[config.mk]
export PLATFORM = sky130hd
export DESIGN_NAME = pow2_serial_ctrl_flat
export DESIGN_NICKNAME = d
export VERILOG_FILES = /design/src/rtl/pow2_serial_ctrl_if.sv /design/src/rtl/pow2_serial_ctrl.sv /design/src/flat_wrapper.sv
export SDC_FILE = /design/constraint.sdc
export NUM_CORES = 1
export LEC_CHECK = 0
export BUFFER_PORTS_ARGS = -buffer_cell sky130_fd_sc_hd__buf_2
export CAP_MARGIN = 0
export CORE_MARGIN = 2
export CORE_UTILIZATION = 45
export CTS_CLUSTER_DIAMETER = 30
export DETAILED_ROUTE_END_ITERATION = 8
export PLACE_DENSITY = 0.63
export SYNTH_ARGS = -nofsm -noshare
export SYNTH_HDL_FRONTEND = slang
export SYNTH_SLANG_ARGS = --single-unit
[constraint.sdc]
create_clock -name clock -period 3.65 [get_ports clock]
set_clock_uncertainty 0.05 [all_clocks]
set_input_delay 0.365 -clock clock [delete_from_list [all_inputs] [get_ports clock]]
set_output_delay 0.365 -clock clock [all_outputs]
set_load 0.02 [all_outputs]
[src/rtl/pow2_serial_ctrl_if.sv]
// Handshake bundle for pow2_serial_ctrl: word input (valid/ready + x),
// result output (valid/ready + z/exp) and the busy status flag.
// The slave modport is the detector side; master is the producer/consumer side.
interface pow2_serial_ctrl_if #(
    parameter int N = 8
);
    localparam int EW = $clog2(N);

    logic          in_valid;
    logic          in_ready;
    logic [N-1:0]  x;
    logic          out_valid;
    logic          out_ready;
    logic          z;
    logic [EW-1:0] exp;
    logic          busy;

    modport master (
        output in_valid,
        output x,
        output out_ready,
        input  in_ready,
        input  out_valid,
        input  z,
        input  exp,
        input  busy
    );

    modport slave (
        input  in_valid,
        input  x,
        input  out_ready,
        output in_ready,
        output out_valid,
        output z,
        output exp,
        output busy
    );
endinterface

[src/rtl/pow2_serial_ctrl.sv]
// pow2_serial_ctrl: handshaked, bit-serial power-of-two detector.
// A word accepted in IDLE is shifted out LSB first, one bit per clock, while
// a saturating ones counter (0,1,2+) and the index of the first set bit are
// tracked. In DONE the result is presented until the consumer takes it.
// Optional build macro POW2_EARLY_EXIT_EN: leave SCAN as soon as a second
// set bit is seen or no set bits remain, giving a 1..N cycle scan.
// Without the macro every scan lasts exactly N clocks.
module pow2_serial_ctrl #(
    parameter int N = 8
) (
    input  logic              clock,
    input  logic              reset_n,
    pow2_serial_ctrl_if.slave bus
);
    localparam int EW = $clog2(N);

    typedef enum logic [1:0] {
        ST_IDLE = 2'd0,
        ST_SCAN = 2'd1,
        ST_DONE = 2'd2
    } state_e;

    // Ones counter saturates at 2: only "none", "exactly one" and
    // "more than one" matter for the power-of-two decision.
    function automatic logic [1:0] sat_inc2(input logic [1:0] v);
        logic [1:0] r;
        if (v == 2'd2) begin
            r = 2'd2;
        end else begin
            r = v + 2'd1;
        end
        return r;
    endfunction

    state_e        state_q, state_d;
    logic [N-1:0]  sh_q, sh_d;
    logic [EW-1:0] cnt_q, cnt_d;
    logic [1:0]    ones_q, ones_d;
    logic [EW-1:0] exp_q, exp_d;

    logic          in_ready_s;
    logic          out_valid_s;
    logic          busy_s;
    logic          z_s;
    logic [EW-1:0] exp_s;
    logic          accept_s;
    logic          scan_last_s;

    assign accept_s = bus.in_valid & in_ready_s;

    // Decide whether the current scan edge is the final one.
`ifdef POW2_EARLY_EXIT_EN
    assign scan_last_s = (cnt_q == EW'(N - 1)) || (ones_d == 2'd2) || (sh_d == '0);
`else
    assign scan_last_s = (cnt_q == EW'(N - 1));
`endif

    // State register with asynchronous clear of all scan state.
    always_ff @(posedge clock or negedge reset_n) begin
        if (!reset_n) begin
            state_q <= ST_IDLE;
            sh_q    <= '0;
            cnt_q   <= '0;
            ones_q  <= 2'd0;
            exp_q   <= '0;
        end else begin
            state_q <= state_d;
            sh_q    <= sh_d;
            cnt_q   <= cnt_d;
            ones_q  <= ones_d;
            exp_q   <= exp_d;
        end
    end

    // Next-state logic for the IDLE -> SCAN -> DONE sequence.
    always_comb begin
        state_d = state_q;
        case (state_q)
            ST_IDLE: begin
                if (accept_s) begin
                    state_d = ST_SCAN;
                end else begin
                    state_d = ST_IDLE;
                end
            end
            ST_SCAN: begin
                if (scan_last_s) begin
                    state_d = ST_DONE;
                end else begin
                    state_d = ST_SCAN;
                end
            end
            ST_DONE: begin
                if (bus.out_ready) begin
                    state_d = ST_IDLE;
                end else begin
                    state_d = ST_DONE;
                end
            end
            default: begin
                state_d = ST_IDLE;
            end
        endcase
    end

    // Datapath next values: load on accept, shift and count while scanning.
    always_comb begin
        sh_d   = sh_q;
        cnt_d  = cnt_q;
        ones_d = ones_q;
        exp_d  = exp_q;
        case (state_q)
            ST_IDLE: begin
                if (accept_s) begin
                    sh_d   = bus.x;
                    cnt_d  = '0;
                    ones_d = 2'd0;
                    exp_d  = '0;
                end else begin
                    sh_d   = sh_q;
                end
            end
            ST_SCAN: begin
                sh_d  = {1'b0, sh_q[N-1:1]};
                cnt_d = cnt_q + EW'(1);
                if (sh_q[0]) begin
                    ones_d = sat_inc2(ones_q);
                    // Only the first set bit defines the exponent.
                    if (ones_q == 2'd0) begin
                        exp_d = cnt_q;
                    end else begin
                        exp_d = exp_q;
                    end
                end else begin
                    ones_d = ones_q;
                end
            end
            ST_DONE: begin
                sh_d = sh_q;
            end
            default: begin
                sh_d = sh_q;
            end
        endcase
    end

    // Output decode from registered state; in_ready is held low during reset.
    always_comb begin
        in_ready_s  = 1'b0;
        out_valid_s = 1'b0;
        busy_s      = 1'b0;
        z_s         = 1'b0;
        exp_s       = '0;
        case (state_q)
            ST_IDLE: begin
                in_ready_s = reset_n;
            end
            ST_SCAN: begin
                busy_s = 1'b1;
            end
            ST_DONE: begin
                busy_s      = 1'b1;
                out_valid_s = 1'b1;
                if (ones_q == 2'd1) begin
                    z_s   = 1'b1;
                    exp_s = exp_q;
                end else begin
                    z_s   = 1'b0;
                    exp_s = '0;
                end
            end
            default: begin
                busy_s = 1'b0;
            end
        endcase
    end

    assign bus.in_ready  = in_ready_s;
    assign bus.out_valid = out_valid_s;
    assign bus.busy      = busy_s;
    assign bus.z         = z_s;
    assign bus.exp       = exp_s;

endmodule

[src/flat_wrapper.sv]
// flat-port wrapper written by rule: the top's interface ports become plain ports
module pow2_serial_ctrl_flat 
#(
    parameter int N = 8
)
  (clock, reset_n, bus_in_valid, bus_x, bus_out_ready, bus_in_ready, bus_out_valid, bus_z, bus_exp, bus_busy);
  pow2_serial_ctrl_if #(.N(N)) bus_i ();
  input  logic clock;
  input  logic reset_n;
  input wire logic [$bits(bus_i.in_valid)-1:0] bus_in_valid;
  input wire logic [$bits(bus_i.x)-1:0] bus_x;
  input wire logic [$bits(bus_i.out_ready)-1:0] bus_out_ready;
  output wire logic [$bits(bus_i.in_ready)-1:0] bus_in_ready;
  output wire logic [$bits(bus_i.out_valid)-1:0] bus_out_valid;
  output wire logic [$bits(bus_i.z)-1:0] bus_z;
  output wire logic [$bits(bus_i.exp)-1:0] bus_exp;
  output wire logic [$bits(bus_i.busy)-1:0] bus_busy;
  assign bus_i.in_valid = bus_in_valid;
  assign bus_i.x = bus_x;
  assign bus_i.out_ready = bus_out_ready;
  assign bus_in_ready = bus_i.in_ready;
  assign bus_out_valid = bus_i.out_valid;
  assign bus_z = bus_i.z;
  assign bus_exp = bus_i.exp;
  assign bus_busy = bus_i.busy;
  pow2_serial_ctrl #(.N(N)) u_core (.clock(clock), .reset_n(reset_n), .bus(bus_i));
endmodule
Yosys cells after proc, flatten, opt, wreduce, memory -nomap -nowiden
Index checks and enable logic that the tools add are counted.
- register bits after elaboration: 18
- input port bits: 12
- output and inout port bits: 7
- word-level logic and storage cells: 45
- add/subtract/negate cells: 2
- equality and inequality tests: 8
- muxes and demuxes: 22
- bitwise logic cells: 1
- reduce and logical (&&, ||, !) cells: 7
- operators by type and width (kind ; number):
    $pmux 8 s2 ; 1
    $mux 3 ; 5
    $pmux 3 s2 ; 2
    $mux 2 ; 5
    $mux 8 ; 1
    $mux 1 ; 6
    $ne 2x1->1 const B ; 3
    $pmux 2 s3 ; 1
    $eq 2x1->1 const B ; 2
    $eq 2x2->1 const B ; 2
    $logic_not 2->1 ; 2
    $pmux 2 s2 ; 1
    $reduce_and 4->1 ; 1
    $add 3x1->3 const B ; 1
    $eq 3x3->1 const B ; 1
    $reduce_and 3->1 ; 1
    $add 2x1->2 const B ; 1
    $reduce_and 2->1 ; 1
    $reduce_bool 2->1 ; 1
    $reduce_or 2->1 ; 1
    $and 1x1->1 ; 1

Longest topological paths before layout
Gate-level depths: netlist of the first run.
- depth in word-level cells: 5
- depth in mapped cells: 7
- gate-level depth less buffers: 5

Worst setup path after synthesis of the first run
Ideal clock, no wire load.
- path type: reg-to-output
- start point: reg u_core.state_q[0]
- end point: out bus_exp[0]
- arrival: 1.081 ns
- required time: 3.235 ns
- setup slack: 2.154 ns
- stages on the path, launching flop included: 4
- path through: dfrtp_1 inv_1 ha_1 and3_1
- cells in the longest elaborated chain, start to end: 2
- ends and longest elaborated chain (element ; RTL line ; RTL):
    start: declaration ; pow2_serial_ctrl.sv:35 ; state_e state_q, state_d;
    start signal: assignment ; pow2_serial_ctrl.sv:67 ; state_q <= state_d;
    $eq 2x2->1 ; pow2_serial_ctrl.sv:154 ; case (state_q)
    $mux 3 ; pow2_serial_ctrl.sv:154 ;
    end: declaration ; flat_wrapper.sv:16 ; output wire logic [$bits(bus_i.exp)-1:0] bus_exp;
Every way passes these cells.

Worst setup path in the final report of the first run
- start point: reg u_core.state_q[1]
- end point: reg u_core.exp_q[0]
- cells in the longest elaborated chain, start to end: 5
- elaborated cells between the ends (all ways): 10
- ends and longest elaborated chain (element ; RTL line ; RTL):
    $logic_not 2->1 ; pow2_serial_ctrl.sv:112, pow2_serial_ctrl.sv:154 ;
    $mux 1 ; pow2_serial_ctrl.sv:154 ;
    $and 1x1->1 ; pow2_serial_ctrl.sv:49 ; assign accept_s = bus.in_valid & in_ready_s;
    $ne 2x1->1 (no line) ; n/a ;
    $reduce_and 4->1 (no line) ; n/a ;
    end signal: assignment ; pow2_serial_ctrl.sv:71 ; exp_q <= exp_d;
    end: declaration ; pow2_serial_ctrl.sv:39 ; logic [EW-1:0] exp_q, exp_d;
Parallel ways exist; a longest one is shown, timed or not.
A chain may end at the register's enable or synchronous reset.

==> summary.txt, run 1 <==
Power
  – Worst IR Drop VDD: 0.414 mV
  – P_leak: approximately 0.66 nW
  – Power Density: 783 mW/mm^2

Floorplanning
  – Row cnt: 18
  – Die Y: 53.9 um
  – Core area: 0.00241 mm^2
  – Die W: 53.9 um
  – Initial core utilization: 46.6%
  – IO Pins: 19
  – Die Area: about 0.0029 mm^2

Worst hold path
  – Hold Path Cell Cnt: 3
  – Hold crit path type: input pin to flip-flop

Worst setup path
  – FF-to-FF path depth: 5
  – CP endpoint kind: flip-flop
  – Max FO, Critical Path: 25
  – Worst r2r dst: u_core.exp_q[0]
  – R2R setup slack: 1.30 ns
  – Worst flop-to-flop path startpoint: u_core.state_q[1]
  – CP arrival: 2.49 ns
  – Setup crit end: u_core.exp_q[0]
  – Startpoint Class: flip-flop
  – CP Class: flip-flop to flip-flop
  – CP startpoint: u_core.state_q[1]
  – Required time of the worst setup path: roughly 3.8 ns

GRT
  – Largest net degree at the start of global routing: 26
  – Grt total ovfl: 0
  – Initial antenna violation count: 0
  – Total GRT Usage: approximately 17%
  – Global-route wire length before repair: 3620 um
  – Vias in the first global route: 808

Timing
  – Final Hold Fails: 0
  – Maximum clock rate: 425 MHz
  – RSZ-0062 raised after global routing: no
  – Total Neg Setup Slack: 0 ns
  – Relative slew slack: 34.3%
  – Min cycle time layout: 2.35 ns
  – Worst slew pin tran: approximately 1 ns
  – Slew Limit Fails: 0
  – Finish-stage setup viols: 0
  – Period utilisation layout: 64.5%

Logic synthesis
  – Syn Nets: ~130
  – Cells after synthesis: 112
  – Sequential share of the synthesized area: between 40% and 50%
  – Post-Syn Area per Cell: 10.0 um^2
  – Cell variety after synth: 29
  – Syn Std Cell Area: 0.00112 mm^2
  – Number of synthesized register bits: 18
  – Ys Warns: 0

CTS
  – TritonCTS buffer count: 3
  – Clk Tree Root Cell: clkbuf_4
  – CTS resizes: 0
  – Max Root-Sink Buffers: 2
  – Worst-path clk slew: 0.11 ns
  – Htree depth: 1
  – TritonCTS clock tree: yes
  – Worst-Skew Late Latency: slightly below 0.3 ns
  – CTS sink cnt: 18

Route
  – Post-route DRC violation count: 0
  – Vias: between 800 and 900
  – DR vias/cell: 5.39
  – Routed Antenna Nets: 0
  – 1st-pass router iterations: 4
  – Initial DRC count: 11
  – DR WL/cell: 13.6 um
  – WL final: around 2200 um

Placement
  – Placed cells: 153
  – Port bufs: 18
  – Gpl congestion: 0.822
  – DP HPWL: around 1500 um

Run status
  – Status: finished, final reports clean

Layout
  – Area delta synth->final: 11.7%
  – Cell Count, Final, Fillers Out: 158
  – NumNets Final: 150
  – Share of cells above drive strength 1: between 20% and 30%
  – Most frequent cells in the layout: buf_2, dfrtp_1, nand3_1
  – Antenna Cells: 0

Job
  – MaxCap Viol Count: 0
state kept, by name (all words and copies together), names as in the netlist:
name	cells
u_core.state_q	2
u_core.exp_q	3
u_core.sh_q	8
u_core.cnt_q	3
u_core.ones_q	2
critical path, stage by stage (launching register included):
cell and delay, ns:
dfrtp_1 0.42, inv_1 0.09, ha_1 0.81, nand2b_4 0.25, and2_4 0.32, a211o_1 0.31
Yosys cell counts (all sizes together):
cell | count | area share (%)
dfrtp | 18 | 40
nand3 | 12 | 5.8
o21ai | 12 | 8.7
ha | 9 | 10
mux2i | 7 | 6.2
nand2 | 7 | 2.3
a21oi | 6 | 2.7
and3 | 6 | 3.3
buf | 6 | 3.5
inv | 5 | 1.7
a211o | 4 | 3.1
nand2b | 4 | 2.9
and2 | 3 | 1.9
nand4 | 3 | 1.7
nor2 | 2 | 0.67
a21boi | 1 | 0.67
a221o | 1 | 0.89
and4b | 1 | 0.89
clkbuf | 1 | 0.33
nor2b | 1 | 0.56
o21a | 1 | 0.67
o22ai | 1 | 0.56
o2bb2ai | 1 | 0.78
layer usage:
layer  wire, um  up-vias  track usage, %
li1           -      434               -
met3         70        2            3.33
met1       1060      401            23.1
met2       1010       15            28.0
met5          0        -               0
met4         19        0            5.13
through the flow:
stage / hold WS (ns) / power, W / cell area (um^2) / setup slack [ns] / utilization (%)
final: 0.270 / 0.000981 / 1250 / 1.30 / 52.0
after global routing: 0.288 / 0.00106 / 1250 / 1.17 / 52.0
after CTS: 0.269 / 0.000988 / 1250 / 1.30 / 52.0
after detailed placement: 0.301 / 0.000861 / 1210 / 1.31 / 50.1
after global placement: 0.297 / 0.000846 / 1210 / 1.40 / 50.1
after floorplan: 0.0194 / 0.000787 / 1120 / 2.15 / -
report_power, final:
group          internal, W  total (W)  switching [W]
clock network    0.0000607   0.000127      0.0000664
logic             0.000218   0.000511       0.000293
registers         0.000280   0.000343      0.0000628
total             0.000559   0.000981       0.000422
logic make-up (layout without fill, tap and decap cells):
logic type | after synthesis | count (layout) | share of synthesized area (%)
AO/OA/AOI/OAI | 27 | 27 | 18.1
AND/OR/NAND/NOR | 39 | 39 | 20.1
flip-flops | 18 | 18 | 40.1
adder cells (fa/ha/maj) | 9 | 9 | 10.0
buffers and inverters | 12 | 28 | 5.46
multiplexers | 7 | 7 | 6.24
timing repair:
action	CTS	global route
buffers inserted	0	0
endpoints found under the setup margin	0	0
hold buffers	1	0
hold endpoints to repair	18	0
how the worst min path moves through the flow:
stage	end	from
6_report	u_core.state_q[1]	bus_out_ready
4_1_cts	u_core.state_q[1]	bus_out_ready
5_1_grt	u_core.sh_q[1]	bus_x[1]
3_5_place_dp	u_core.sh_q[7]	reset_n
2_1_floorplan	u_core.cnt_q[0]	reset_n
3_3_place_gp	u_core.sh_q[7]	reset_n
cell type report:
class,instances,area [um^2]
tap,30,37.5
sequential,18,450
multi-input combinational,82,611
inverter,5,18.8
timing repair buffer,19,100
fill,223,1160
clock buffer,4,36.3
(Power assumes the default switching activity.)
==> run 2: changes to the inputs <==
Clock period 3.65 ns to 2.2 ns, I/O delays scaled along.
==> run 2 against run 1 <==
Net effect: clock power is 61% higher; largest cell class unchanged; sequential power is 67% higher; power increased by 68%; critical path depth down 1; register-to-register slack lost 0.82 ns; worst hold slack worse by 0.14 ns; non-clock buffer count grew 3; combinational power grew 71%; via count is 3.3% higher.
==> summary.txt, run 2 (synthesis gave the netlist of run 1 again) <==
Job
  – MaxCap Viol Count: 0 (unchanged)

Timing
  – Min cycle time layout: between 1.5 and 2 ns
  – Slew Limit Fails: 0 (unchanged)
  – Relative slew slack: 67.5% (+33 points)
  – Final Hold Fails: 0 (unchanged)
  – Hold slack final: 0.128 ns (-0.142 ns)
  – Maximum clock rate: approximately 560 MHz
  – Finish-stage setup viols: 0 (unchanged)
  – RSZ-0062 raised after global routing: no
  – Period utilisation layout: about 82%
  – Worst slew pin tran: 0.487 ns (-0.498 ns)
  – Total Neg Setup Slack: 0 ns (unchanged)

Run status
  – Status: finished, final reports clean

Layout
  – Antenna Cells: 0 (unchanged)
  – NumNets Final: 153 (+2.0%)
  – Most flops, register: u_core.sh_q
  – Regs by FF count: u_core.sh_q (8), u_core.cnt_q (3), u_core.exp_q (3)
  – Share of cells above drive strength 1: 29.0% (+1.7 points)
  – Largest register FFs: 8 (unchanged)
  – Cell Count, Final, Fillers Out: 161 (+1.9%)
  – Fin util: 53.0% (+0.93 points)
  – Area delta synth->final: 13.7%
  – Fillers: 207 (-7.2%)
  – Most frequent cells in the layout: buf_2, dfrtp_1, nand3_1

Placement
  – Placed cells: 156 (+2.0%)
  – Port bufs: 18 (unchanged)
  – DP HPWL: 1610 um (+5.8%)
  – Gpl congestion: 0.790 (-3.8%)

Floorplanning
  – Die Area: 0.00291 mm^2 (unchanged)
  – Die W: 53.9 um (unchanged)
  – IO Pins: 19 (unchanged)
  – Row cnt: 18 (unchanged)
  – Initial core utilization: 46.6% (unchanged)
  – Core area: 0.00241 mm^2 (unchanged)
  – Die Y: 53.9 um (unchanged)

GRT
  – Largest net degree at the start of global routing: 24 (-7.7%)
  – Grt total ovfl: 0 (unchanged)
  – Initial antenna violation count: 0 (unchanged)
  – Global-route wire length before repair: 3660 um (+0.97%)
  – Vias in the first global route: 810 (+0.25%)
  – Total GRT Usage: 17.7% (+0.51 points)

Route
  – Initial DRC count: 13 (+2)
  – Post-route DRC violation count: 0 (unchanged)
  – DR vias/cell: 5.47 (+1.4%)
  – WL final: 2200 um (+2.3%)
  – 1st-pass router iterations: 4 (unchanged)
  – DR WL/cell: 13.7 um (+0.37%)
  – Routed Antenna Nets: 0 (unchanged)
  – Vias: 880 (+3.3%)

Power
  – P_leak: 0.673 nW (+2.0%)
  – Clock power share: 12.4% (-0.5 points)
  – Worst IR Drop VDD: 0.907 mV (+120%)
  – Combinational Power Share: 52.8% (+0.7 points)
  – P_sw: 0.000704 W (+67%)
  – Switching part of the total: 42.6% (-0.36 points)
  – Reg power frac: 34.8% (-0.2 points)
  – Pint: 0.000947 W (+69%)
  – Total power: 0.00165 W (+68%)
  – Power Density: 1290 mW/mm^2 (+65%)

Worst setup path
  – Worst r2r dst: u_core.exp_q[0]
  – Startpoint Class: input pin
  – Max FO, Critical Path: 23 (-8.0%)
  – CP Class: input pin to output pin
  – CP endpoint kind: output pin
  – Required time of the worst setup path: 1.93 ns (-1.86 ns)
  – CP arrival: 1.53 ns (-0.96 ns)
  – R2R setup slack: 0.48 ns (-0.82 ns)
  – FF-to-FF path depth: 5 (unchanged)
  – Worst flop-to-flop path startpoint: u_core.state_q[0]

CTS
  – Worst-path clk slew: 0.10 ns (about the same)
  – TritonCTS buffer count: 3 (unchanged)
  – Worst-Skew Late Latency: 0.29 ns (about the same)
  – Max Root-Sink Buffers: 2 (unchanged)
  – CTS sink cnt: 18 (unchanged)
  – Clk Tree Root Cell: clkbuf_4
  – Htree depth: 1 (unchanged)
  – TritonCTS clock tree: yes
  – CTS resizes: 0 (unchanged)

Worst hold path
  – Hold Path Cell Cnt: 3 (unchanged)
  – Hold Startpoint: bus_out_ready
  – Hold crit path type: input pin to flip-flop
  – Worst Hold Endpoint: u_core.state_q[1]
-- run 2: changes by cell type in the layout (fill, tap and decap cells not counted), sizes merged --
cell | previous run | this run
buf | 18 | 21
-- run 2: worst max-delay path by stage --
stage | start | end | slack, ns
finish | reset_n | bus_in_ready | 0.40
global route | reset_n | bus_in_ready | 0.25
CTS | reset_n | bus_in_ready | 0.36
detailed placement | u_core.state_q[0] | u_core.exp_q[0] | 0.48
global placement | u_core.state_q[0] | u_core.exp_q[2] | 0.56
floorplan | u_core.state_q[1] | u_core.exp_q[0] | 0.77
-- run 2: worst max-delay path: stages --
cell and delay [ns]:
dlygate4sd3_1 0.52, buf_2 0.42, and2_1 0.21, buf_2 0.16
-- run 2: stage by stage --
step	worst slack, ns	instance area (um^2)
floorplan	0.768	1120
global placement	0.556	1230
global route	0.246	1280
CTS	0.357	1280
finish	0.405	1280
detailed placement	0.479	1230
-- run 2: final cells by class --
class / instances / area [um^2] / area share [%]
Clock buffer: 4 / 36.3 / 2.84
Inverter: 5 / 18.8 / 1.47
Multi-Input combinational cell: 82 / 611 / 47.8
Sequential cell: 18 / 450 / 35.3
Tap cell: 30 / 37.5 / 2.94
Timing Repair Buffer: 22 / 123 / 9.61
-- run 2: power by group through the flow --
stage | logic [W] | registers (W) | clock network, W
final | 0.000872 | 0.000574 | 0.000205
after global routing | 0.000978 | 0.000588 | 0.000233
after CTS | 0.000882 | 0.000571 | 0.000215
after detailed placement | 0.000881 | 0.000577 | 0
after global placement | 0.000860 | 0.000572 | 0
after floorplan | 0.000774 | 0.000532 | 0
-- run 2: timing repair --
| action | in CTS | in global routing |
|---|---|---|
| endpoints found under the hold margin | 18 | 0 |
| buffers inserted | 0 | 0 |
| hold buffers | 1 | 0 |
-- run 2: metal layers --
layer | routed length [um] | part of all wire, % | global-route usage [%]
met5 | 0 | 0 | 0
met3 | 77 | 3.5 | 5.00
met2 | 1060 | 48 | 28.0
met4 | 34 | 1.5 | 5.13
met1 | 1030 | 47 | 23.6
